**src/rtl/waveform_playback_ctrl.sv**
```systemverilog
// Playback sequencer that owns the waveform BRAM read port. Time-shares the
// port between host pipe transfers and rate-divided sample playback.
module waveform_playback_ctrl #(
   parameter int ADDR_W = 11,
   parameter int DIV_W  = 16,
   parameter int CNT_W  = 16
) (
   input  logic              clk,
   input  logic              reset,
   input  logic              start,
   input  logic              stop,
   input  logic              loop_mode,
   input  logic [ADDR_W-1:0] length,
   input  logic [DIV_W-1:0]  rate_div,
   input  logic              host_req,
   input  logic              host_done,
   output logic              host_grant,
   output logic              ram_rd_en,
   output logic [ADDR_W-1:0] ram_addr,
   input  logic [31:0]       ram_rdata,
   output logic [31:0]       sample_out,
   output logic              sample_valid,
   output logic              busy,
   output logic              done,
   output logic [CNT_W-1:0]  pass_count
);

   typedef enum logic [2:0] {
      IDLE   = 3'd0,
      HOST   = 3'd1,
      RUN    = 3'd2,
      DRAIN1 = 3'd3,
      DRAIN2 = 3'd4
   } state_t;

   state_t            state;
   state_t            state_nxt;
   logic [ADDR_W-1:0] addr;
   logic [ADDR_W-1:0] addr_nxt;
   logic [ADDR_W-1:0] last_addr;
   logic [DIV_W-1:0]  div_cnt;
   logic [DIV_W-1:0]  div_nxt;
   logic [DIV_W-1:0]  rate_lat;
   logic              loop_lat;
   logic [CNT_W-1:0]  pass_nxt;
   logic              tick;
   logic              latch_cfg;
   logic              rd_pend;

   // Host handshake: host_req is a level request; host_grant is held while the
   // host owns the port and drops the cycle after host_done or host_req falls.
   // A request is only granted from IDLE, so a running playback finishes first.
   always_comb begin
      state_nxt = state;
      addr_nxt  = addr;
      div_nxt   = div_cnt;
      pass_nxt  = pass_count;
      latch_cfg = 1'b0;
      tick      = 1'b0;
      case (state)
         IDLE: begin
            if (host_req) begin
               state_nxt = HOST;
            end else if (start && !stop) begin
               state_nxt = RUN;
               latch_cfg = 1'b1;
               addr_nxt  = '0;
               div_nxt   = '0;
               pass_nxt  = '0;
            end
         end
         HOST: begin
            if (host_done || !host_req) state_nxt = IDLE;
         end
         RUN: begin
            if (stop) begin
               state_nxt = DRAIN1;
            end else begin
               tick    = (div_cnt == rate_lat);
               div_nxt = tick ? '0 : div_cnt + 1'b1;
               if (tick) begin
                  if (addr == last_addr) begin
                     if (pass_count != '1) pass_nxt = pass_count + 1'b1;
                     if (loop_lat) addr_nxt = '0;
                     else          state_nxt = DRAIN1;
                  end else begin
                     addr_nxt = addr + 1'b1;
                  end
               end
            end
         end
         DRAIN1:  state_nxt = DRAIN2;
         DRAIN2:  state_nxt = IDLE;
         default: state_nxt = IDLE;
      endcase
   end

   always_ff @(posedge clk or negedge reset) begin
      if (!reset) state <= IDLE;
      else        state <= state_nxt;
   end

   // Read data lands one cycle after the read; rd_pend carries the read across
   // that cycle so sample_out registers it on the following edge.
   always_ff @(posedge clk or negedge reset) begin
      if (!reset) begin
         addr         <= '0;
         div_cnt      <= '0;
         rate_lat     <= '0;
         last_addr    <= '0;
         loop_lat     <= 1'b0;
         pass_count   <= '0;
         rd_pend      <= 1'b0;
         sample_out   <= '0;
         sample_valid <= 1'b0;
         done         <= 1'b0;
      end else begin
         addr       <= addr_nxt;
         div_cnt    <= div_nxt;
         pass_count <= pass_nxt;
         if (latch_cfg) begin
            rate_lat  <= rate_div;
            last_addr <= length - 1'b1;
            loop_lat  <= loop_mode;
         end
         rd_pend      <= tick;
         sample_valid <= rd_pend;
         if (rd_pend) sample_out <= ram_rdata;
         done <= (state == DRAIN2);
      end
   end

   assign ram_rd_en  = tick;
   assign ram_addr   = addr;
   assign busy       = (state != IDLE);
   assign host_grant = (state == HOST);

endmodule

```
**config.mk**
```make
export PLATFORM = sky130hd
export DESIGN_NAME = waveform_playback_ctrl
export DESIGN_NICKNAME = d
export VERILOG_FILES = /design/src/rtl/waveform_playback_ctrl.sv
export SDC_FILE = /design/constraint.sdc
export NUM_CORES = 1
export LEC_CHECK = 0
export ABC_AREA = 1
export CORE_UTILIZATION = 28
export CTS_CLUSTER_SIZE = 25
export DETAILED_ROUTE_END_ITERATION = 10
export GPL_ROUTABILITY_DRIVEN = 1
export HOLD_SLACK_MARGIN = 0.05
export PLACE_DENSITY = 0.57
export SYNTH_ARGS = -nofsm -noshare
export SYNTH_HDL_FRONTEND = slang
export SYNTH_SLANG_ARGS = --single-unit
```
**constraint.sdc**
```tcl
create_clock -name clk -period 1.5 [get_ports clk]
set_input_delay 0.3 -clock clk [delete_from_list [all_inputs] [get_ports clk]]
set_output_delay 0.3 -clock clk [all_outputs]
set_load 0.02 [all_outputs]
```
**Word-level counts from Yosys, hierarchy flattened**

Index checks and enable logic that the tools add are counted.

- Bits in registers: 109
- Bits in latches: 0
- Memory bits (writable): 0
- Bits in read-only memories: 0
- Output and inout bits: 64
- Word-level logic and storage cells: 75
- Memories kept: 0

- Add/subtract/negate cells: 4
- Multipliers: 0
- Div/mod/pow operators: 0
- Magnitude comparators: 0
- Eq/ne operators: 19
- Shift-type cells: 0
- Muxes and demuxes: 30
- Bitwise gates (word level): 0
- Reduce and logical (&&, ||, !) cells: 11

Operator list:

| cell | count |
|---|---|
| $mux 16 | 8 |
| $mux 11 | 6 |
| $pmux 16 s2 | 2 |
| $add 16x1->16 const B | 2 |
| $pmux 11 s2 | 1 |
| $mux 3 | 7 |
| $eq 16x16->1 | 1 |
| $ne 16x16->1 const B | 1 |
| $ne 3x3->1 const B | 5 |
| $ne 2x2->1 const B | 6 |
| $pmux 3 s4 | 1 |
| $add 11x1->11 const B | 1 |
| $eq 11x11->1 | 1 |
| $sub 11x1->11 const B | 1 |
| $reduce_and 7->1 | 1 |
| $eq 3x2->1 const B | 2 |
| $reduce_and 6->1 | 1 |
| $mux 1 | 5 |
| $reduce_and 5->1 | 1 |
| $reduce_and 4->1 | 1 |
| $eq 3x1->1 const B | 1 |
| $eq 3x3->1 const B | 1 |
| $logic_not 3->1 | 1 |
| $reduce_bool 3->1 | 1 |
| 5 further kinds | 6 |

**Logic depth before layout (Yosys ltp)**

Gate-level depths: netlist of run 1.

- Depth in word-level cells: 6
- Depth in mapped cells: 13

**Worst setup path before layout of run 1**

OpenSTA, ideal clock, no wires.

- Path kind: register to output
- Start: reg state[2]
- End: out ram_rd_en
- Data arrival time: 1.675 ns
- Required time: 1.200 ns
- Path slack: -0.475 ns
- Cell stages (with the launch flop): 8
- Cells stage by stage: dfrtp_1 inv_1 nand2_1 nor2_1 buf_4 inv_1 buf_2 nor3_1

- Word-level cells in the longest chain between the ends: 2

Ends and longest elaborated chain:

| what | line | RTL |
|---|---|---|
| start, declared | 36 | `state_t state;` |
| start signal, assigned | 100 | `else state <= state_nxt;` |
| $eq 3x2->1 | 60 | `case (state)` |
| $mux 1 | 60 |  |
| end, declared | 18 | `output logic ram_rd_en,` |

Every way passes these cells.

**Worst setup path after layout of run 1**

- Start: reg div_cnt[7]
- End: out ram_rd_en

- Word-level cells in the longest chain between the ends: 3

Ends and longest elaborated chain:

| what | line | RTL |
|---|---|---|
| start, declared | 41 | `logic [DIV_W-1:0] div_cnt;` |
| start signal, assigned | 119 | `div_cnt <= div_nxt;` |
| $eq 16x16->1 | 79 | `tick = (div_cnt == rate_lat);` |
| $mux 1 | 76 | `if (stop) begin` |
| $mux 1 | 60 |  |

Every way passes these cells.

==> results of run 1 <==
==> metrics by stage <==
step           setup WS [ns]  TNS, ns   util  cells
2_1_floorplan         -0.141    -2.74      -    750
3_3_place_gp          -0.599   -31.80  0.422   1289
3_5_place_dp          -0.635   -34.21  0.422   1289
4_1_cts               -0.419   -14.74  0.460   1329
5_1_grt               -0.534   -24.46  0.470   1334
6_report              -0.391   -16.22  0.470   1334
==> flip-flops by register name, summed over array words and instances (netlist names) <==
| signal | cells |
|---|---|
| div_cnt | 16 |
| sample_valid | 1 |
| rate_lat | 16 |
| rd_pend | 1 |
| loop_lat | 1 |
| last_addr | 11 |
| state | 3 |
| done | 1 |
| sample_out | 32 |
| ram_addr | 11 |
| pass_count | 16 |
==> cell families (layout without fill, tap and decap cells) <==
| kind of cell | Yosys count | in the layout | share of synthesized area |
|---|---|---|---|
| AOI/OAI and AO/OA | 48 | 48 | 0.0444 |
| xor gates and xnor gates | 33 | 33 | 0.0479 |
| adders and majority gates | 4 | 4 | 0.00829 |
| buffers and inverters | 118 | 426 | 0.0852 |
| DFF | 109 | 109 | 0.452 |
| muxes | 32 | 32 | 0.0597 |
| and+or+nand+nor | 406 | 407 | 0.303 |
==> repair_timing <==
item | 4_1_cts | 5_1_grt
hold endpoints to repair | 15 | 0
cloned | 6 | 1
endpoints found under the setup margin | 128 | 88
gates resized for setup | 239 | 88
buffers inserted | 17 | 8
hold buffers | 1 | 0
pin swaps | 20 | 7
==> worst max-delay path: stages (launching register included) <==
cell and delay, ns:
dfrtp_1 0.37, inv_1 0.06, nand2_1 0.07, nand2_2 0.06
nor2_4 0.13, nand2_2 0.08, nor2_4 0.12, nand2_4 0.06
nor3_4 0.13, buf_6 0.15
==> metal layers <==
layer	GRT usage	vias up	share of wire
li1	-	2999	-
met1	0.206	2667	0.47
met2	0.262	150	0.47
met3	0.0245	15	0.051
met4	0.0556	0	0.015
met5	0	-	0
==> synthesized netlist by cell type (all sizes together), types with 2 or more instances <==
cell	n	share of area
nand3	21	0.022
a21oi	6	0.0056
nand4	37	0.043
nand3b	2	0.0025
dfrtp	109	0.45
xnor2	12	0.017
buf	16	0.022
inv	94	0.058
ha	4	0.0083
nor3	17	0.015
o21bai	2	0.0044
xor2	21	0.030
clkinv	2	0.0014
o21ai	37	0.031
nor2	83	0.055
mux2	32	0.060
clkbuf	6	0.0037
nand2	240	0.16
nor3b	3	0.0037
==> report_power, final <==
part           total [mW]  switching [mW]  internal, mW
clock                2.45            1.26          1.20
sequential           3.76           0.307          3.45
combinational        6.20            3.17          3.03
==> area by class of cell <==
class / instances / share of cell area
multi-input cells: 524 / 0.329
repair inverters: 1 / 0.00114
inverters: 96 / 0.0384
flip-flops and latches: 109 / 0.277
clock inverters: 7 / 0.00719
well taps: 275 / 0.0347
clock buffers: 9 / 0.0227
repair buffers: 313 / 0.290
==> how the worst max path moves through the flow <==
stage / startpoint / to / slack [ns] / cells after the start
2_1_floorplan: ram_addr[5] / pass_count[5] / -0.14 / 12
3_3_place_gp: div_cnt[6] / ram_rd_en / -0.60 / 9
3_5_place_dp: div_cnt[6] / ram_rd_en / -0.63 / 9
4_1_cts: div_cnt[5] / ram_rd_en / -0.42 / 9
5_1_grt: div_cnt[15] / ram_rd_en / -0.53 / 9
6_report: div_cnt[7] / ram_rd_en / -0.39 / 9
==> cell usage in the layout, fill, tap and decap left out, types with 7 or more instances in the layout <==
cell             Yosys  routed
nand2_1            228     172
buf_4                3     145
dfrtp_1            109      97
inv_1               86      76
nor2_1              77      70
clkdlybuf4s50_1      0      63
nand2_2              7      44
dlygate4sd2_1        0      38
nand4_1             35      35
mux2_2              32      32
nand2_4              5      22
xor2_1              21      21
buf_6                5      18
o21ai_2              0      16
inv_2                8      15
nand3_1             19      15
nor3_1              16      14
o21ai_1              4      14
buf_12               1      13
xnor2_1             12      12
buf_2                4      12
dfrtp_2              0      12
clkbuf_16            0      11
clkbuf_2             0       8
nor2_2               5       7
o21ai_0             33       7
buf_8                0       7
==> reports/summary.txt, run 1 <==
Share of cells above drive strength 1: 0.383
Worst setup SP type: flip-flop
Initial DRT Pass Iterations: 4
Worst R2R End: ram_addr[1]
Critical setup path kind: reg -> out
GP Congestion: 0.795
EDFF count, synth: 0
DR DRC count: 0
H-Tree Depth: 3
Ys flop type: dfrtp_1
Setup slack, reg-to-reg: -0.34 ns
Register area share after synthesis: 0.452
Final ANT Viol Nets: 0
IO Pins: 130
CTS tree: done
Final period utilization: 1.26
Post-route minimum period: 1.89 ns
Largest net degree at the start of global routing: 57
Slew @ Worst Pin: 0.394 ns
Core footprint: 21,100 um^2
Row Count: 53
Post-place instance area: 8900 um^2
Clock root cell: clkbuf_16
CP Capture Type: output port
Wire length per cell: 12.7 um
Pleak: 4.95 nW
Via density: 4.37
Die ar.: 22,100 um^2
Num CTS Buffers: 9
Clock-pin slew on the worst setup and hold paths: 0.08 ns
Clk buf depth: 2
Synth unique cells: 41
1st-iter DRT viols: 255
Fin nets: 1,124
Skew final: 0.0128 ns
Synth Cell Area: 6040 um^2
Initial antenna violation count: 0
Vias: 5,831
Initial Util: 0.286
Final hold slack: 0.364 ns
Fill cell count: 2,084
Worst endpoint required time: 1.20 ns
Port bufs: 129
FF+latch count, synth: 109
Final setup fails: 75
Fin. Hold Viols: 0
Multi-input gate area: 3260 um^2
RSZ-0062 raised after global routing: true
Syn. warnings: 0
Synthesis-to-finish area growth: 64.3%
Power, Total: 12.4 mW
Vias in the first global route: 5,679
Storage element area: 2740 um^2
Final Cell Area: 9910 um^2
Post-synth ARST share: 1.00
Max FO, Critical Path: 3
Max Cap Violations: 0
Failing checks: negative setup slack
Worst path arrival time: 1.59 ns
R2r startpoint: div_cnt[7]
Relative max-transition margin: 0.735
Chip width: 149 um
DPL Wire Length: 11,900 um
Synth Net Count: 820
Worst hold-check path type: in -> async
Max-slew violation count: 0
Status: finished, violations left
N_diodes: 0
PnR worst setup slack: -0.391 ns
Gr usage total: 0.157
Avg Cell Area, Syn: 8.05 um^2
Worst-skew pair later-pin latency: 0.36 ns
Cells after synthesis: 750
PwrDens: 1250 nW/um^2
Die Ht: 149 um
FF-to-FF path depth: 14
Fmax: 529 MHz
Clk sinks: 109
First-pass GRT wire length: 27,600 um
Remaining Overflow, GRT: 0
DRT Wirelength: 17,000 um
Worst-case vdd ir drop: 0.601 mV
No activity file was read; power rests on OpenSTA's default activity.
==> run 2: changes to the inputs <==
--- a/config.mk
+++ b/config.mk
@@ -9,9 +9,10 @@
 export CORE_UTILIZATION = 28
 export CTS_CLUSTER_SIZE = 25
 export DETAILED_ROUTE_END_ITERATION = 10
+export DONT_BUFFER_PORTS = 1
 export GPL_ROUTABILITY_DRIVEN = 1
 export HOLD_SLACK_MARGIN = 0.05
-export PLACE_DENSITY = 0.57
+export PLACE_DENSITY = 0.53
 export SYNTH_ARGS = -nofsm -noshare
 export SYNTH_HDL_FRONTEND = slang
 export SYNTH_SLANG_ARGS = --single-unit
==> run 2 against run 1 <==
  * The flow finishes with violations (negative hold slack, negative setup slack)
  * Worst hold slack worse by 0.73 ns
  * Flip-flop and latch count unchanged
  * Via count down 6.0%
  * Total power decreased by 1.7%
==> reports/summary.txt, run 2 (synthesis gave the netlist of run 1 again) <==
Failing checks: negative hold slack, negative setup slack
FF-to-FF path depth: 14
Die Ht: 149 um
Worst setup SP type: flip-flop
Slew @ Worst Pin: 0.360 ns
Worst-skew pair later-pin latency: 0.36 ns
Worst endpoint required time: 1.20 ns
Max-slew violation count: 0
Largest net degree at the start of global routing: 110
H-Tree Depth: 3
Wire length per cell: 13.8 um
Initial Util: 0.286
Max reg flops: 32
Most frequent cells in the layout: nand2_1, buf_4, dfrtp_1, inv_1, nor2_1
Share of cells above drive strength 1: 0.405
Fmax: 510 MHz
Setup slack, reg-to-reg: -0.40 ns
Pleak: 4.37 nW
Status: finished, violations left
Via density: 4.45
Post-route minimum period: 1.96 ns
Relative max-transition margin: 0.758
CP Capture Type: output port
Final ANT Viol Nets: 0
Biggest register: sample_out
N_diodes: 0
Port bufs: 0
Worst path arrival time: 1.66 ns
PnR worst setup slack: -0.460 ns
Core footprint: 21,100 um^2
Worst R2R End: pass_count[13]
Remaining Overflow, GRT: 0
Clock-pin slew on the worst setup and hold paths: 0.08 ns
Max FO, Critical Path: 3
Dpl ws: -0.267 ns
Num CTS Buffers: 9
Power, Total: 12.2 mW
RSZ-0062 raised after global routing: true
Gr usage total: 0.157
Initial antenna violation count: 0
Max Cap Violations: 0
Skew final: 0.00996 ns
Die ar.: 22,100 um^2
Clk buf depth: 2
DR DRC count: 0
GP Congestion: 0.788
Commonest non-fill, non-tap cell in the layout: nand2_1
DPL Wire Length: 11,400 um
Vias: 5,483
Synthesis-to-finish area growth: 49.0%
CTS tree: done
IO Pins: 130
Clock root cell: clkbuf_16
Final period utilization: 1.31
First-pass GRT wire length: 27,200 um
Chip width: 149 um
Final design utilization: 0.427
1st-iter DRT viols: 264
Fin nets: 1,023
Final setup fails: 76
R2r startpoint: div_cnt[12]
DRT Wirelength: 17,000 um
Fin. Hold Viols: 109
Aggregate negative setup slack: -19.92 ns
Worst hold-check path type: in -> async
Vias in the first global route: 5,424
Row Count: 53
Critical setup path kind: reg -> out
Final hold slack: -0.365 ns
Clk sinks: 109
Initial DRT Pass Iterations: 4
Worst-case vdd ir drop: 0.811 mV
PwrDens: 1360 nW/um^2
-- run 2: cell types whose count changed in the layout (fill, tap and decap cells not counted), moves of 8 or more --
cell / delta
dlygate4sd3_1: +10
clkbuf_2: -8
clkdlybuf4s50_1: -63
buf_2: -12
dlygate4sd2_1: -38
nand2_4: -10
nand2_1: +17
buf_6: +13
-- run 2: critical path, cell delays in order, from the launching register on --
cell and delay (ns):
dfrtp_1 0.41, inv_2 0.07, nand2_1 0.06, nand2_1 0.06
nor2_1 0.09, nand2_1 0.11, nor2_4 0.12, nand2_4 0.07
nor3_4 0.16, buf_12 0.15
-- run 2: timing repair --
action | 4_1_cts | 5_1_grt
setup endpoints to repair | 56 | 77
resized for setup | 103 | 93
pin swaps | 33 | 40
hold buffers | 4 | 7
endpoints found under the hold margin | 113 | 116
gates cloned | 8 | 2
setup buffers | 48 | 21
-- run 2: routing by layer --
layer | vias to the layer above | GRT usage | routed length (um) | share of wire
li1 | 2796 | - | - | -
met1 | 2540 | 0.194 | 7550 | 0.44
met2 | 131 | 0.276 | 8310 | 0.49
met3 | 16 | 0.0339 | 856 | 0.050
met4 | 0 | 0.0423 | 286 | 0.017
met5 | - | 0 | 0 | 0
-- run 2: layout make-up --
type | instances | area [um^2]
timing repair buffer | 209 | 1960
clock inverter | 6 | 46.3
multi-input combinational | 525 | 3230
sequential | 109 | 2740
clock buffer | 10 | 239
tap | 275 | 344
fill | 2126 | 12100
timing repair inverter | 3 | 35.0
inverter | 96 | 394
-- run 2: per-stage QoR --
stage / cell area [um^2] / cells
final: 8990 / 1233
after global routing: 8990 / 1233
after CTS: 8530 / 1210
after detailed placement: 7500 / 1150
after global placement: 7500 / 1150
after floorplan: 6140 / 750
-- run 2: how the worst max path moves through the flow --
stage,startpoint,depth (start not counted),endpoint
CTS,div_cnt[10],9,ram_rd_en
detailed placement,div_cnt[0],11,pass_count[0]
global route,div_cnt[11],9,ram_rd_en
finish,div_cnt[12],9,ram_rd_en
floorplan,ram_addr[5],12,pass_count[5]
global placement,div_cnt[1],11,pass_count[0]
-- run 2: power by group --
part	switching, mW	internal (mW)	leakage (nW)
logic	3.09	2.87	2.82
clock network	1.18	1.19	0.135
registers	0.415	3.45	1.41
